[src/rtl/dl_rr_arb8_if.sv]
// Handshake bundle between the 8-way round-robin arbiter and its requesters/consumer.
// The master side is the arbiter; the slave side is the surrounding logic.
interface dl_rr_arb8_if;
    logic [7:0] req;
    logic       out_ready;
    logic       out_valid;
    logic [2:0] grant_idx;
    logic [7:0] grant_oh;
    logic [7:0] ack;

    modport master (
        input  req,
        input  out_ready,
        output out_valid,
        output grant_idx,
        output grant_oh,
        output ack
    );

    modport slave (
        output req,
        output out_ready,
        input  out_valid,
        input  grant_idx,
        input  grant_oh,
        input  ack
    );
endinterface

[src/rtl/dl_rr_arb8.sv]
// 8-requester round-robin arbiter with a registered grant and valid/ready release.
// Back-to-back grants: the next winner is picked in the handshake cycle itself.
module dl_rr_arb8 #(
    parameter logic [2:0] RESET_PTR    = 3'd0,
    parameter bit         HOLD_ON_DROP = 1'b1
) (
    input logic          clk,
    input logic          rst_n,
    dl_rr_arb8_if.master arb
);

    typedef enum logic {
        IDLE,
        GRANT
    } state_e;

    state_e     state_q, state_d;
    logic [2:0] ptr_q, ptr_d;
    logic [2:0] idx_q, idx_d;

    logic       grant_v;
    logic       hs;
    logic       any_req;
    logic [2:0] idx_inc;
    logic [2:0] base;
    logic [2:0] pick;

    // First set bit scanning upward from b, wrapping 7 -> 0.
    function automatic logic [2:0] rr_pick(input logic [2:0] b,
                                           input logic [7:0] r);
        logic [2:0] k;
        logic       found;
        rr_pick = b;
        found   = 1'b0;
        for (int i = 0; i < 8; i++) begin
            k = b + 3'(i);
            if (!found && r[k]) begin
                rr_pick = k;
                found   = 1'b1;
            end
        end
    endfunction

    assign grant_v = (state_q == GRANT);
    assign hs      = grant_v & arb.out_ready;
    assign any_req = |arb.req;
    assign idx_inc = idx_q + 3'd1;
    assign base    = hs ? idx_inc : ptr_q;
    assign pick    = rr_pick(base, arb.req);

    always_comb begin
        state_d = state_q;
        ptr_d   = ptr_q;
        idx_d   = idx_q;
        unique case (state_q)
            IDLE: begin
                if (any_req) begin
                    state_d = GRANT;
                    idx_d   = pick;
                end
            end
            GRANT: begin
                if (hs) begin
                    ptr_d = idx_inc;
                    if (any_req) begin
                        idx_d = pick;
                    end else begin
                        state_d = IDLE;
                    end
                end else if (!HOLD_ON_DROP && !arb.req[idx_q]) begin
                    state_d = IDLE;
                end
            end
            default: state_d = IDLE;
        endcase
    end

    always_ff @(posedge clk or negedge rst_n) begin
        if (!rst_n) begin
            state_q <= IDLE;
            ptr_q   <= RESET_PTR;
            idx_q   <= 3'd0;
        end else begin
            state_q <= state_d;
            ptr_q   <= ptr_d;
            idx_q   <= idx_d;
        end
    end

    assign arb.out_valid = grant_v;
    assign arb.grant_idx = idx_q;
    assign arb.grant_oh  = grant_v ? (8'd1 << idx_q) : 8'd0;
    assign arb.ack       = hs ? arb.grant_oh : 8'd0;

endmodule
[src/flat_wrapper.sv]
// flat-port wrapper written by rule: the top's interface ports become plain ports
module dl_rr_arb8_flat 
#(
    parameter logic [2:0] RESET_PTR    = 3'd0,
    parameter bit         HOLD_ON_DROP = 1'b1
)
  (clk, rst_n, arb_req, arb_out_ready, arb_out_valid, arb_grant_idx, arb_grant_oh, arb_ack);
  dl_rr_arb8_if arb_i ();
  input logic clk;
  input logic rst_n;
  input wire logic [$bits(arb_i.req)-1:0] arb_req;
  input wire logic [$bits(arb_i.out_ready)-1:0] arb_out_ready;
  output wire logic [$bits(arb_i.out_valid)-1:0] arb_out_valid;
  output wire logic [$bits(arb_i.grant_idx)-1:0] arb_grant_idx;
  output wire logic [$bits(arb_i.grant_oh)-1:0] arb_grant_oh;
  output wire logic [$bits(arb_i.ack)-1:0] arb_ack;
  assign arb_i.req = arb_req;
  assign arb_i.out_ready = arb_out_ready;
  assign arb_out_valid = arb_i.out_valid;
  assign arb_grant_idx = arb_i.grant_idx;
  assign arb_grant_oh = arb_i.grant_oh;
  assign arb_ack = arb_i.ack;
  dl_rr_arb8 #(.RESET_PTR(RESET_PTR), .HOLD_ON_DROP(HOLD_ON_DROP)) u_core (.clk(clk), .rst_n(rst_n), .arb(arb_i));
endmodule
[config.mk]
export PLATFORM = sky130hd
export DESIGN_NAME = dl_rr_arb8_flat
export DESIGN_NICKNAME = d
export VERILOG_FILES = /design/src/rtl/dl_rr_arb8_if.sv /design/src/rtl/dl_rr_arb8.sv /design/src/flat_wrapper.sv
export SDC_FILE = /design/constraint.sdc
export NUM_CORES = 1
export LEC_CHECK = 0
export ABC_AREA = 1
export CAP_MARGIN = 20
export CORE_MARGIN = 3
export CORE_UTILIZATION = 35
export CTS_CLUSTER_SIZE = 30
export DETAILED_ROUTE_END_ITERATION = 16
export PLACE_DENSITY = 0.57
export SLEW_MARGIN = 15
export SYNTH_ARGS = -nofsm -noshare
export SYNTH_HDL_FRONTEND = slang
export SYNTH_SLANG_ARGS = --single-unit
[constraint.sdc]
create_clock -name clk -period 6.24 [get_ports clk]
set_clock_uncertainty 0.15 [all_clocks]
set_input_delay 1.248 -clock clk [delete_from_list [all_inputs] [get_ports clk]]
set_output_delay 1.248 -clock clk [all_outputs]
set_load 0.005 [all_outputs]
==> flow_summary_export.csv <==
group,metric,value,unit
final_layout,drive_gt1_frac,0.1495,
placed_design,hpwl,3316,µm
global_routing,antenna_found_initial,0,
logic_synthesis,synth_compound_area_frac,0.06209,
final_layout,fin_nets,301,
logic_synthesis,synth_top_family_by_area,"simple AND/OR/NAND/NOR gates",
routing,route.detailed.drc,0,
placed_design,port_buffers,30,
timing,hold_viol,0,
worst_setup_path,path_class,"primary input to primary output",
routing,drt_iter0_markers,61,
worst_setup_path,path_cells,"clkdlybuf4s50_1, clkinv_1, nor3_1, clkdlybuf4s50_1",
worst_setup_path,r2r.worst_path.cells,21,
floorplanning,die_area,0.005206,mm²
routing,routedWlPerCell,12.06,µm
final_layout,diodes,0,
cts,cts_sinks,7,
timing,finalMaxSlewViolations,0,
routing,firstDrtPassIters,4,
floorplanning,row_count,23,
global_routing,grt_pass1_wl,6996,µm
routing,via_per_inst,5.045,
final_layout,areaGrowthSynthToFinish,22.96,%
floorplanning,core,0.004115,mm²
worst_setup_path,cp_common_cell,"clkdlybuf4s50_1",
cts,cts_setup_buffers,0,
cts,cts_root_buf,"clkbuf_8",
timing,post-route-worst-setup-slack,1.713,ns
global_routing,grt_pass1_vias,1565,
timing,period_share,0.7255,
timing,finalCriticalPeriod,4.527,ns
cts,cts_tree,"built",
logic_synthesis,postSynthAreaPerCell,6.077,µm²
hold_path,hold_path_class,"flip-flop to flip-flop",
hold_path,hold-path-cell-count,2,
cts,cts_buffers,3,
cts,clk_latency,0.23,ns
job,drv_cap,0,
placed_design,gp_congestion,0.7696,
worst_setup_path,cpMaxStageDelayCell,"clkdlybuf4s50_1",
global_routing,overflow,0,
worst_setup_path,critPathCaptureType,"primary output",
logic_synthesis,synth-xor-area-share,0.005719,
worst_setup_path,required,4.84,ns
hold_path,hp-start,"u_core.ptr_q[1]$_DFFE_PN0P_",
worst_setup_path,r2r-start,"u_core.arb.grant_idx[0]$_DFFE_PN0P_",
logic_synthesis,yosysTopAreaCell,"nand2_1",
global_routing,grt_max_degree,16,
logic_synthesis,yosysSeqAreaShare,0.1144,
worst_setup_path,path_buf_inv,3,
floorplanning,io_pins,31,
cts,clockBufferDepth,2,
logic_synthesis,ys_types,27,
timing,fin_tns_setup,0,ns
floorplanning,fp.dieW,72.15,µm
pwr,pwr_density_cell,558.7,mW/mm²
placed_design,place_ws,1.697,ns
routing,num_vias,1670,
floorplanning,start_util,0.3721,
timing,max_clock_freq,0.2209,GHz
worst_setup_path,start_kind,"primary input",
pwr,ir_drop,259.2,µV
logic_synthesis,synthesis.area,0.001531,mm²
run_status,status,"completed",
logic_synthesis,synthAdderAreaFrac,0.06536,
hold_path,min_to,"u_core.ptr_q[1]$_DFFE_PN0P_",
worst_setup_path,slowest_delay,0.75,ns
pwr,power,1.052,mW
cts,cts_resized,0,
timing,grt_setup_unrepaired,"no",
logic_synthesis,synth_area_leaders,"nand2_1 (19%), nand3_1 (15%), dfrtp_1 (11%)",
final_layout,fin_util,0.4576,
floorplanning,die_y,72.15,µm
logic_synthesis,synthCells,252,
routing,ant_nets,0,
logic_synthesis,yosys.area_share.simple,0.6324,
pwr,leakage,0.9543,nW
timing,worstMarginPinSlew,0.5885,ns
cts,clk_pin_slew_worst_paths,0.04,ns
logic_synthesis,yosys_warnings,0,
timing,relSlewSlack,0.6076,
logic_synthesis,synth_nets,271,
cts,cts_hold_buf,0,
routing,wl,3991,µm
cts,htree_levels,1,
worst_setup_path,worst-r2r-setup-slack,2.97,ns
timing,final-setup-viol-count,0,
logic_synthesis,synth_top_area_frac,0.1912,
worst_setup_path,critPathTopFamily,"buffers and inverters",
worst_setup_path,worstReg2RegEnd,"u_core.arb.grant_idx[2]$_DFFE_PN0P_",
worst_setup_path,path_max_fanout,10,
logic_synthesis,synthMuxAreaShare,0,
global_routing,grt_use_total,0.1652,
logic_synthesis,synth_seq_cells,7,
worst_setup_path,worstPathArrival,3.13,ns
==> worst max-delay path by stage <==
stage / start / to / slack [ns] / cells after the start
2_1_floorplan: arb_out_ready / u_core.arb.grant_idx[2]$_DFFE_PN0P_ / 2.74 / 22
3_3_place_gp: arb_out_ready / arb_ack[6] / 1.72 / 4
3_5_place_dp: arb_out_ready / arb_ack[6] / 1.70 / 4
4_1_cts: arb_out_ready / arb_ack[6] / 1.69 / 4
5_1_grt: arb_out_ready / arb_ack[5] / 1.48 / 4
6_report: arb_out_ready / arb_ack[4] / 1.71 / 4
==> cell usage after synthesis <==
cell type	count
a31oi_1	2
inv_1	28
o21ai_0	4
buf_4	2
nand2_2	11
nor3_1	6
nand3_1	47
ha_1	8
nand4_1	6
nand3_2	5
nor2_4	2
inv_2	3
nand3_4	5
nor4_1	1
a21oi_1	5
nand2_4	8
o21ai_2	2
dfrtp_1	7
inv_4	1
xnor2_1	1
nor2_1	11
nor2_2	1
buf_6	2
buf_12	1
o21ai_1	4
clkinv_1	1
nand2_1	78
==> registers in the layout, summed over array words and instances, names as in the netlist <==
signal,flops
u_core.arb.grant_idx,3
u_core.arb.out_valid,1
u_core.ptr_q,3
==> where the power goes <==
group          total, mW  switching (mW)  internal (mW)
clock             0.0645          0.0212         0.0433
combinational      0.904           0.579          0.324
sequential        0.0839          0.0189         0.0650
total               1.05           0.620          0.433
==> stage by stage <==
stage	std cells	hold slack, ns	area, µm²
2_1_floorplan	252	0.3183	1531
3_3_place_gp	327	0.3306	1837
3_5_place_dp	327	0.3376	1837
4_1_cts	331	0.3504	1883
5_1_grt	331	0.3707	1883
6_report	331	0.3516	1883
==> cell families after synthesis <==
family                   after synthesis
AND/OR/NAND/NOR                      181
buffers and inverters                 38
AO/OA/AOI/OAI                         17
adder cells (fa/ha/maj)                8
flip-flops                             7
XOR/XNOR                               1
==> worst reg2reg max path: stages (launching register included) <==
cell     delay [ns]
dfrtp_1        0.44
inv_1          0.14
ha_1           0.35
nand3_4        0.08
nand2_4        0.21
inv_4          0.12
ha_1           0.40
inv_1          0.12
nand3_1        0.13
nand3_1        0.10
nand2_2        0.12
nand3_4        0.09
nor2_4         0.15
nand3_2        0.15
nand2_1        0.09
inv_1          0.04
nand2_1        0.05
nand2_1        0.05
nand2_1        0.05
nand2_1        0.04
nand2_1        0.05
nand2_1        0.04
==> layer usage <==
layer,vias to the layer above,GRT usage,wire length (µm)
met5,-,0,0
met4,0,0.04802,38
li1,887,-,-
met2,45,0.2973,1865
met3,4,0.02078,213
met1,734,0.2040,1875
==> cell usage in the layout (no fill, tap or decap) <==
master / netlist / final
nor2_2: 1 / 1
ha_1: 8 / 8
nand2_1: 78 / 78
xnor2_1: 1 / 1
nor2_1: 11 / 11
nand3_2: 5 / 5
nand3_4: 5 / 5
clkinv_1: 1 / 1
inv_2: 3 / 3
nand3_1: 47 / 47
o21ai_1: 4 / 4
dfrtp_1: 7 / 7
a31oi_1: 2 / 2
nand2_4: 8 / 8
inv_1: 28 / 28
clkinv_2: 0 / 1
inv_4: 1 / 1
nand2_2: 11 / 11
o21ai_2: 2 / 2
clkbuf_8: 0 / 3
a21oi_1: 5 / 5
nor2_4: 2 / 2
nor4_1: 1 / 1
clkdlybuf4s50_1: 0 / 30
nand4_1: 6 / 6
o21ai_0: 4 / 4
nor3_1: 6 / 6
==> area by class of cell <==
class	instances	area, µm²
Fill cell	447	2232
Multi-Input combinational cell	207	1172
Timing Repair Buffer	30	300.3
Sequential cell	7	175.2
Inverter	33	126.4
Tap cell	50	62.56
Clock buffer	3	41.29
Clock inverter	1	5.005
(Power assumes the default switching activity.)
